### src/rtl/bus_xfer_mux.sv
// Single-slave transfer stage behind the bus arbiter: latches the granted master's command,
// runs a valid/ready handshake to the slave and pulses completion back. Optional macro: BUS_XFER_TIMEOUT_EN.
module bus_xfer_mux #(
  parameter int NUM_MASTERS    = 4,
  parameter int ADDR_WIDTH     = 16,
  parameter int DATA_WIDTH     = 32,
  parameter int TIMEOUT_CYCLES = 15
) (
  input  logic                             clk,
  input  logic                             reset,
  input  logic [NUM_MASTERS-1:0]           grant,
  input  logic [NUM_MASTERS*ADDR_WIDTH-1:0] m_addr,
  input  logic [NUM_MASTERS*DATA_WIDTH-1:0] m_wdata,
  input  logic [NUM_MASTERS-1:0]           m_we,
  output logic [NUM_MASTERS-1:0]           m_done,
  output logic [NUM_MASTERS-1:0]           m_err,
  output logic [DATA_WIDTH-1:0]            m_rdata,
  output logic                             s_valid,
  output logic [ADDR_WIDTH-1:0]            s_addr,
  output logic [DATA_WIDTH-1:0]            s_wdata,
  output logic                             s_we,
  input  logic                             s_ready,
  input  logic [DATA_WIDTH-1:0]            s_rdata,
  output logic                             busy
);

  localparam int IDX_W = (NUM_MASTERS > 1) ? $clog2(NUM_MASTERS) : 1;

  typedef enum logic [1:0] {
    IDLE = 2'd0,
    REQ  = 2'd1,
    RESP = 2'd2
  } state_t;

  state_t                  state_r;
  logic [IDX_W-1:0]        idx_r;
  logic [IDX_W-1:0]        sel_idx_s;
  logic [ADDR_WIDTH-1:0]   sel_addr_s;
  logic [DATA_WIDTH-1:0]   sel_wdata_s;
  logic                    sel_we_s;

  if (TIMEOUT_CYCLES < 1 || TIMEOUT_CYCLES > 255) begin : g_bad_timeout
    $error("bus_xfer_mux: TIMEOUT_CYCLES must be within 1..255");
  end

  // Lowest set grant bit owns the transfer; extra grant bits are silently dropped.
  function automatic logic [IDX_W-1:0] lowest_idx(input logic [NUM_MASTERS-1:0] g);
    logic [IDX_W-1:0] r;
    r = {IDX_W{1'b0}};
    for (int i = NUM_MASTERS - 1; i >= 0; i--) begin
      if (g[i]) r = IDX_W'(i);
    end
    return r;
  endfunction

  function automatic logic [NUM_MASTERS-1:0] onehot(input logic [IDX_W-1:0] i);
    logic [NUM_MASTERS-1:0] r;
    r    = {NUM_MASTERS{1'b0}};
    r[i] = 1'b1;
    return r;
  endfunction

  // Select the command of the winning master from the flattened buses.
  always_comb begin
    sel_idx_s   = lowest_idx(grant);
    sel_addr_s  = m_addr[sel_idx_s*ADDR_WIDTH +: ADDR_WIDTH];
    sel_wdata_s = m_wdata[sel_idx_s*DATA_WIDTH +: DATA_WIDTH];
    sel_we_s    = m_we[sel_idx_s];
  end

`ifdef BUS_XFER_TIMEOUT_EN
  localparam logic [7:0] TO_LAST = 8'(TIMEOUT_CYCLES - 1);
  logic [7:0] wait_cnt_r;
`else
  assign m_err = {NUM_MASTERS{1'b0}};
`endif

  // Transfer FSM with all outputs registered.
  always_ff @(posedge clk or posedge reset) begin
    if (reset) begin
      state_r    <= IDLE;
      idx_r      <= {IDX_W{1'b0}};
      s_valid    <= 1'b0;
      s_addr     <= {ADDR_WIDTH{1'b0}};
      s_wdata    <= {DATA_WIDTH{1'b0}};
      s_we       <= 1'b0;
      m_done     <= {NUM_MASTERS{1'b0}};
      m_rdata    <= {DATA_WIDTH{1'b0}};
      busy       <= 1'b0;
`ifdef BUS_XFER_TIMEOUT_EN
      m_err      <= {NUM_MASTERS{1'b0}};
      wait_cnt_r <= 8'd0;
`endif
    end else begin
      case (state_r)
        IDLE: begin
          if (|grant) begin
            state_r    <= REQ;
            idx_r      <= sel_idx_s;
            s_addr     <= sel_addr_s;
            s_wdata    <= sel_wdata_s;
            s_we       <= sel_we_s;
            s_valid    <= 1'b1;
            busy       <= 1'b1;
`ifdef BUS_XFER_TIMEOUT_EN
            wait_cnt_r <= 8'd0;
`endif
          end else begin
            state_r <= IDLE;
          end
        end
        REQ: begin
          if (s_ready) begin
            s_valid <= 1'b0;
            m_done  <= onehot(idx_r);
            if (!s_we) begin
              m_rdata <= s_rdata;
            end else begin
              m_rdata <= m_rdata;
            end
            state_r <= RESP;
          end
`ifdef BUS_XFER_TIMEOUT_EN
          // Compare against TIMEOUT-1 so the edge that would reach the limit is the abort edge.
          else if (wait_cnt_r == TO_LAST) begin
            s_valid <= 1'b0;
            m_done  <= onehot(idx_r);
            m_err   <= onehot(idx_r);
            m_rdata <= {DATA_WIDTH{1'b1}};
            state_r <= RESP;
          end else begin
            wait_cnt_r <= wait_cnt_r + 8'd1;
          end
`else
          else begin
            state_r <= REQ;
          end
`endif
        end
        RESP: begin
          m_done  <= {NUM_MASTERS{1'b0}};
`ifdef BUS_XFER_TIMEOUT_EN
          m_err   <= {NUM_MASTERS{1'b0}};
`endif
          busy    <= 1'b0;
          state_r <= IDLE;
        end
        default: begin
          state_r <= IDLE;
          s_valid <= 1'b0;
          m_done  <= {NUM_MASTERS{1'b0}};
`ifdef BUS_XFER_TIMEOUT_EN
          m_err   <= {NUM_MASTERS{1'b0}};
`endif
          busy    <= 1'b0;
        end
      endcase
    end
  end

endmodule

### config.mk
export PLATFORM = sky130hd
export DESIGN_NAME = bus_xfer_mux
export DESIGN_NICKNAME = d
export VERILOG_FILES = /design/src/rtl/bus_xfer_mux.sv
export SDC_FILE = /design/constraint.sdc
export NUM_CORES = 1
export LEC_CHECK = 0
export CAP_MARGIN = 0
export CORE_MARGIN = 4
export CORE_UTILIZATION = 35
export DETAILED_ROUTE_END_ITERATION = 6
export PLACE_DENSITY_LB_ADDON = 0.1
export SLEW_MARGIN = 10
export SYNTH_ARGS = -nofsm -noshare
export SYNTH_HDL_FRONTEND = slang
export SYNTH_SLANG_ARGS = --single-unit
### constraint.sdc
create_clock -name clk -period 2.98 [get_ports clk]
set_clock_uncertainty 0.15 [all_clocks]
set_input_delay 0.596 -clock clk [delete_from_list [all_inputs] [get_ports clk]]
set_output_delay 0.596 -clock clk [all_outputs]
set_load 0.03 [all_outputs]
==> results.json <==
{
  "antenna_found_initial": 2,
  "yosys-top-cells-area": "dfrtp_1 (41%), mux2_2 (6.5%), o41ai_2 (5.3%)",
  "fmax_mhz": 435,
  "htreeDepth": 3,
  "drcViolationCount": 0,
  "synth-async-reset-ratio_pct": 100,
  "cts-resized-gates": 0,
  "critPathMaxStageDelay_ns": 0.68,
  "crit_type": "in -> reg",
  "port_buffers": 321,
  "num-fill-cells": 1351,
  "gp_congestion": 0.827,
  "relSlewSlack_pct": 55.6,
  "status": "finished clean",
  "first_iter_violations": 311,
  "die_w_um": 134,
  "cts_tree": "done",
  "synth_ff_type": "dfrtp_1",
  "yosys_warnings": 0,
  "place_inst": 1068,
  "yosys_register_bits": 91,
  "nets": 1103,
  "irDropWorstVdd_mv": 0.559,
  "power_density_nw_per_um2": 773,
  "synth_xor_area_share_pct": 0,
  "ff_latch_area_sq_um": 2280,
  "cts_buffers": 9,
  "rows": 45,
  "setup_violations": 0,
  "yosysTopAreaCell": "dfrtp_1",
  "clk_pin_slew_ns": 0.07,
  "hold_viol": 0,
  "critical_path_required_ns": 3.03,
  "worstMarginPinSlew_ns": 0.664,
  "synth_top_area_share_pct": 41.2,
  "synth_compound_area_share_pct": 27.6,
  "multi_input_area_sq_um": 2920,
  "end_kind": "flop",
  "crit_buf_inv": 2,
  "p_leak_nw": 3.55,
  "start_util_pct": 36.1,
  "cp_cell_sequence": "clkdlybuf4s50_1 -> or4_1 -> buf_4 -> a31oi_1 -> a41oi_1",
  "dieArea_sq_um": 17900,
  "synthCells": 575,
  "synth.distinct_cells": 38,
  "post_cts_buffers": 0,
  "finalNonFillerCells": 1086,
  "grt_pass1_vias": 6205,
  "cts_hold_buf": 0,
  "synth_simple_gate_area_share_pct": 17.9,
  "startpoint_type": "primary input",
  "routed_via_density": 5.40,
  "die_h_um": 134,
  "cts_max_path_buffers": 2,
  "firstDrtPassIters": 5,
  "drive_above_1_share_pct": 13.7,
  "avgSynthCellArea_sq_um": 9.61,
  "synth_edf_count": 0,
  "areaGrowthSynthToFinish_pct": 67.4,
  "wl_per_cell_um": 20.0,
  "post-dp-hpwl_mm": 16.0,
  "finalCritPeriodShare_pct": 77.1,
  "clockRootBuffer": "clkbuf_16",
  "hold_path.class": "reg -> reg",
  "cts_sinks": 91,
  "place_area_sq_um": 8930,
  "final_cell_mix": "clkdlybuf4s50_1 (319), dfrtp_1 (91), nand2_1 (61)",
  "synth-seq-area-share_pct": 41.2,
  "synth_area_sq_um": 5530,
  "slowest_stage": "or4_1",
  "core_sq_um": 15300,
  "rsz0062_at_grt": "no",
  "cp_data_arrival_time_ns": 2.35,
  "timing.final.crit_period_ns": 2.30,
  "maxCapViolCount": 0,
  "dr_total_vias": 5864,
  "final_common_cell": "clkdlybuf4s50_1",
  "synth_top_family_by_area": "compound AO/OA/AOI/OAI gates",
  "grt_use_total_pct": 23.6,
  "path_delay_family": "buffers and inverters",
  "pin_count": 326,
  "postRouteWirelength_mm": 21.7,
  "clk-insertion-delay-late_ns": 0.34,
  "slew_violations": 0,
  "grt_first_pass_wirelength_mm": 33.7,
  "critPathMaxFanout": 17,
  "synth_mux_area_share_pct": 6.70,
  "tns_ns": 0,
  "whs_ns": 0.341,
  "synthAdderAreaFrac_pct": 0,
  "grt_max_degree": 55,
  "fin_area_sq_um": 9250,
  "grt_overflow_total": 0,
  "drtAntennaViolNets": 0
}
==> per-layer routing <==
layer	up-vias	GRT usage, %	part of all wire [%]
met1	2814	28.1	39
met4	0	10.7	3.7
li1	2710	-	-
met3	53	7.14	8.7
met2	287	39.2	49
met5	-	0	0
==> report_power, final <==
| group | switching [mW] | leakage [nW] | internal, mW |
|---|---|---|---|
| Sequential | 0.328 | 1.07 | 1.79 |
| Combinational | 2.05 | 2.32 | 1.75 |
| Clock | 0.486 | 0.157 | 0.759 |
==> sequential cells by signal, summed over array words and instances (netlist names) <==
name     flops
s_addr      16
m_done       4
m_rdata     32
s_wdata     32
s_we         1
state_r      2
idx_r        2
s_valid      1
busy         1
==> area by class of cell <==
cell class	count	area share [%]
well taps	211	2.85
diodes	2	0.0541
clock inverters	4	0.798
inverters	4	0.203
multi-input cells	416	31.5
repair buffers	346	37.3
flip-flops and latches	91	24.6
clock buffers	12	2.66
==> worst register-to-register path, delay by kind of cell (launching register included) <==
kind,cells,cell delay [ns]
DFF,1,0.41
AOI/OAI and AO/OA,1,0.48
buffers and inverters,2,0.41
and+or+nand+nor,1,0.41
==> cell usage after synthesis, types with 2 or more instances <==
cell / number
o21ai_0: 27
a31oi_1: 28
or3b_2: 21
clkbuf_1: 35
o41ai_1: 3
a21oi_1: 46
buf_2: 20
nor2b_1: 2
a21o_1: 30
nand2b_1: 22
nand3b_1: 28
o21ai_1: 4
inv_1: 4
a41oi_1: 28
o41ai_2: 18
nand2_1: 61
nor2_1: 26
dfrtp_1: 91
mux2_2: 32
nand4b_1: 2
buf_6: 5
buf_4: 5
o31ai_1: 22
==> through the flow <==
stage	utilization [%]	power, mW	worst slack, ns
2_1_floorplan	-	4.18	0.985
3_3_place_gp	58.3	5.86	0.338
3_5_place_dp	58.3	5.94	0.304
4_1_cts	60.4	7.22	0.658
5_1_grt	60.4	7.52	0.540
6_report	60.4	7.15	0.682
==> worst paths after layout <==
| path | startpoint | to | slack, ns | cells after the start |
|---|---|---|---|---|
| min | busy | busy | 0.34 | 1 |
| max reg2reg | state_r[1] | s_addr[14] | 1.00 | 4 |
| min reg2reg | busy | busy | 0.34 | 1 |
| max | grant[0] | s_wdata[7] | 0.68 | 5 |
| min in group asynchronous | reset | s_wdata[2] | 0.55 | 2 |
| max in group asynchronous | reset | s_addr[1] | 1.54 | 3 |
==> kinds of logic (layout without fill, tap and decap cells) <==
kind of cell,Yosys count,after routing
AND/OR/NAND/NOR,172,172
multiplexers,33,33
flip-flops,91,91
buffers and inverters,71,366
AO/OA/AOI/OAI,207,207
other,1,6
Note: power is estimated with default switching activity, not from simulation.
==> edit 1, RTL diff (config.mk and constraints unchanged) <==
Make the reset (`reset`) synchronous in one clocked block.
--- a/src/rtl/bus_xfer_mux.sv
+++ b/src/rtl/bus_xfer_mux.sv
@@ -77,5 +77,5 @@
 
   // Transfer FSM with all outputs registered.
-  always_ff @(posedge clk or posedge reset) begin
+  always_ff @(posedge clk) begin
     if (reset) begin
       state_r    <= IDLE;
Formal check against the unedited RTL: differs if reset is asserted again (counterexample within 4 cycles, from zero or initial values and one cycle with reset high); with reset held inactive, the same outputs for 10 cycles.
==> edit 1 against the unedited design <==
Sequential cell count stayed put; cell area grew 3.2%; synthesized area up 6.4%; critical path depth unchanged; critical path type unchanged; wire length is 6.9% higher; worst setup slack improved by 44 ps; sequential share of layout area is 5.5 points lower.
Power is not compared: it rests on default switching activity, and its combinational part moved more than twofold at a synthesized area within 25%.
==> edit 1: results (changes against the unedited design) <==
grt_use_met1: 0.291  # +0.00946
routabilityCongestion: 0.798  # -3.5%
synthArstFlopShare: 0  # -1.00
buf_share: 0.364  # -0.00909
grt_pass1_wl_um: 34300  # +1.9%
synthTopCellsByCount: "126 x a21oi_1, 91 x dfxtp_1, 70 x nand2_1, 53 x nand2b_1"
clockRootBuffer: "clkbuf_16"
fillers: 1538  # +14%
diodes: 0  # -2
routed_via_density: 5.18  # -4.1%
dpl_cell_area_um2: 9240  # +3.5%
final_area_um2: 9550  # +3.2%
rows: 47  # +4.4%
drt-met1-wl_um: 9720  # +15%
yosysUniqueCellTypes: 31  # -18%
met3_usage: 0.0625  # -0.00892
max_stage_delay_ps: 590  # -90 ps
fin_cells: 1201  # +11%
synth-seq-area-share: 0.310  # -0.102
dp_cells: 1185  # +11%
drt_pass1_iterations: 4  # -1
grt_pass1_vias: 6172  # -0.53%
grt_start_max_net_pins: 82  # +49%
slowest_stage: "clkdlybuf4s50_1"
grt_antenna_before_repair: 0  # -2
met2WireLength_um: 11100  # +4.9%
inverters: 3  # -1
grtUsageTotal: 0.233  # -0.00246
multi_input_cells: 530  # +27%
outcome: "finished, final reports clean"
slew_headroom: 0.287  # -0.269
crit_fanout: 27  # +10
post-place-ws_ps: 342  # +38.6 ps
avgSynthCellArea_um2: 8.35  # -13%
dr_wl_met3_um: 2040  # +8.5%
drt_iter0_markers: 213  # -32%
multi_input_area_share: 0.383  # +0.0682
buffers_excl_clock: 341  # -1.4%
regArea_um2: 1820  # -20%
wl_per_cell_um: 19.3  # -3.3%
final-clk-cell-share: 0.0318  # -0.00277
yosysTopAreaCell: "dfxtp_1"
[edit 1: final timing paths]
check                                              start                  endpoint  slack [ps]  cells past startpoint
worst max-delay path                            grant[0]  s_wdata[11]$_SDFFE_PP0P_         730                      5
worst min-delay path            m_rdata[27]$_SDFFE_PP0P_  m_rdata[27]$_SDFFE_PP0P_         310                      2
worst max register to register     state_r[0]$_SDFF_PP0_  s_wdata[19]$_SDFFE_PP0P_         950                      3
worst min register to register  m_rdata[27]$_SDFFE_PP0P_  m_rdata[27]$_SDFFE_PP0P_         310                      2
[edit 1: cells by family (layout without fill, tap and decap cells)]
logic type / count (synthesis) / after routing / synth area share
other: 1 / 4 / 0.000638
buffers and inverters: 86 / 360 / 0.0741
DFF: 91 / 91 / 0.310
and+or+nand+nor: 236 / 236 / 0.244
muxes: 1 / 1 / 0.00170
AOI/OAI and AO/OA: 289 / 289 / 0.370
==> edit 2, RTL diff (same flow settings) <==
Without the edit above. The option `BUS_XFER_TIMEOUT_EN` is turned on by a define.
--- a/src/rtl/bus_xfer_mux.sv
+++ b/src/rtl/bus_xfer_mux.sv
@@ -1,4 +1,6 @@
 // Single-slave transfer stage behind the bus arbiter: latches the granted master's command,
 // runs a valid/ready handshake to the slave and pulses completion back. Optional macro: BUS_XFER_TIMEOUT_EN.
+`define BUS_XFER_TIMEOUT_EN
+
 module bus_xfer_mux #(
   parameter int NUM_MASTERS    = 4,
Check against the original RTL: same outputs for any inputs over 10 cycles, from zero or initial values and one cycle with reset high; that may be too few to reach the edited logic, so the function may still have changed.
==> edit 2 against the unedited design <==
Sequential cell count grew 12; maximum frequency shrank 0.20%; wire length shrank 2.1%; cell area shrank 2.8%; synthesized area shrank 4.2%; critical endpoint is now m_rdata[9]$_DFFE_PP0P_; power grew 12%; core utilization grew 0.77 points; worst setup slack lost 4.6 ps.
==> edit 2: results (changes against the unedited design) <==
outcome: "finished, final reports clean"
post-place-ws_ps: 304  # +0.758 ps
dpl_cell_area_um2: 8720  # -2.4%
worstMarginPinSlew_ps: 1180  # +511 ps
ctsResizeCount: 0  # unchanged
clockBufferDepth: 2  # unchanged
total_leakage_power_nw: 3.44  # -3.0%
grt_antenna_before_repair: 0  # -2
num-clock-buffers: 12  # unchanged
multi_input_area_share: 0.272  # -0.0425
dr_wl_met3_um: 1710  # -9.1%
fin_cells: 1010  # -7.0%
dp_cells: 993  # -7.0%
met3_usage: 0.0589  # -0.0124
multi_input_cells: 360  # -13%
final-clk-cell-share: 0.0307  # -0.00387
met2WireLength_um: 10700  # +1.2%
swShare: 0.427  # +0.0265
yosys_warnings: 0  # unchanged
crit_fanout: 32  # +15
synth-seq-area-share: 0.487  # +0.0748
drt_iter0_markers: 303  # -2.6%
grt_start_max_net_pins: 104  # +89%
synthArstFlopShare: 1.00  # unchanged
avgSynthCellArea_um2: 10.1  # +5.3%
cts_sinks: 103  # +13%
grt_pass1_vias: 5936  # -4.3%
critPathArrivalTime_ps: 2440  # +90 ps
grt_pass1_wl_um: 31800  # -5.5%
fin_nets: 1057  # -4.2%
fillers: 1230  # -9.0%
inverters: 6  # +2
grt_use_met1: 0.294  # +0.0128
timing.hold.ws_ps: 329  # -12.3 ps
buffers_excl_clock: 340  # -1.7%
synth_flop_cell: "dfrtp_1"
drive_gt1_frac: 0.0521  # -0.0853
buf_share: 0.381  # +0.00824
routed_via_density: 5.57  # +3.2%
ir_drop_v: 0.000339  # -39%
yosysUniqueCellTypes: 42  # +11%
diodes: 1  # -1
routabilityCongestion: 0.866  # +4.8%
synthTopCellsByCount: "103 x dfrtp_1, 59 x nand2_1, 50 x o31ai_1"
maxCapViolations: 0  # unchanged
layout_setup_ws_ps: 677  # -4.56 ps
drt-met1-wl_um: 8330  # -1.3%
synth_area_leaders: "dfrtp_1 49%, o221ai_1 8.1%, o31ai_1 7.1%"
regArea_um2: 2580  # +13%
hp-class: "flop to flop"
port-buffer-count: 325  # +1.2%
dpl.hpwl_um: 15700  # -2.1%
finalCoreUtilization: 0.612  # +0.00769
grtUsageTotal: 0.239  # +0.00344
met2_usage: 0.409  # +0.0170
die_x_um: 131  # -2.0%
wl_per_cell_um: 21.0  # +5.2%
-- edit 2: changes by cell type after synthesis, moves of 31 or more --
cell / before / now
nor3_1: 1 / 49
a21oi_1: 46 / 5
mux2_2: 32 / 1
nor3b_1: 0 / 49
o221ai_1: 0 / 49
o22a_1: 0 / 32
-- edit 2: power groups by stage --
stage	logic [mW]	clock network (mW)	registers (mW)
floorplan	1.41	0	3.52
global placement	4.44	0	2.43
detailed placement	4.52	0	2.47
CTS	4.53	1.15	2.44
global route	4.77	1.21	2.53
finish	4.47	1.13	2.44
-- edit 2: cell families (layout without fill, tap and decap cells) --
group,after synthesis,count (layout),share of synthesized area
buf+inv,60,362,0.0525
compound gates,154,154,0.235
simple gates,197,197,0.208
other cells,0,1,0
fa+ha+maj,2,2,0.00473
mux,5,5,0.00969
xor+xnor,2,2,0.00331
flops,103,103,0.487
-- edit 2: worst paths after layout --
check | from | endpoint | slack [ps] | cells after the start
setup reg to reg | state_r[1]$_DFFE_PP0P_ | m_rdata[9]$_DFFE_PP0P_ | 690 | 3
min in group asynchronous | reset | m_rdata[22]$_DFFE_PP0P_ | 600 | 3
hold / removal | s_addr[1]$_DFFE_PP0P_ | s_addr[1]$_DFFE_PP0P_ | 330 | 2
setup / recovery | s_ready | m_rdata[9]$_DFFE_PP0P_ | 680 | 4
max in group asynchronous | reset | s_wdata[12]$_DFFE_PP0P_ | 1650 | 3
hold reg to reg | s_addr[1]$_DFFE_PP0P_ | s_addr[1]$_DFFE_PP0P_ | 330 | 2
-- edit 2: worst max-delay path, cell delays in order --
cell             delay [ps]
clkdlybuf4s50_1         520
nand2b_1                150
or2_1                   890
o22a_1                  250
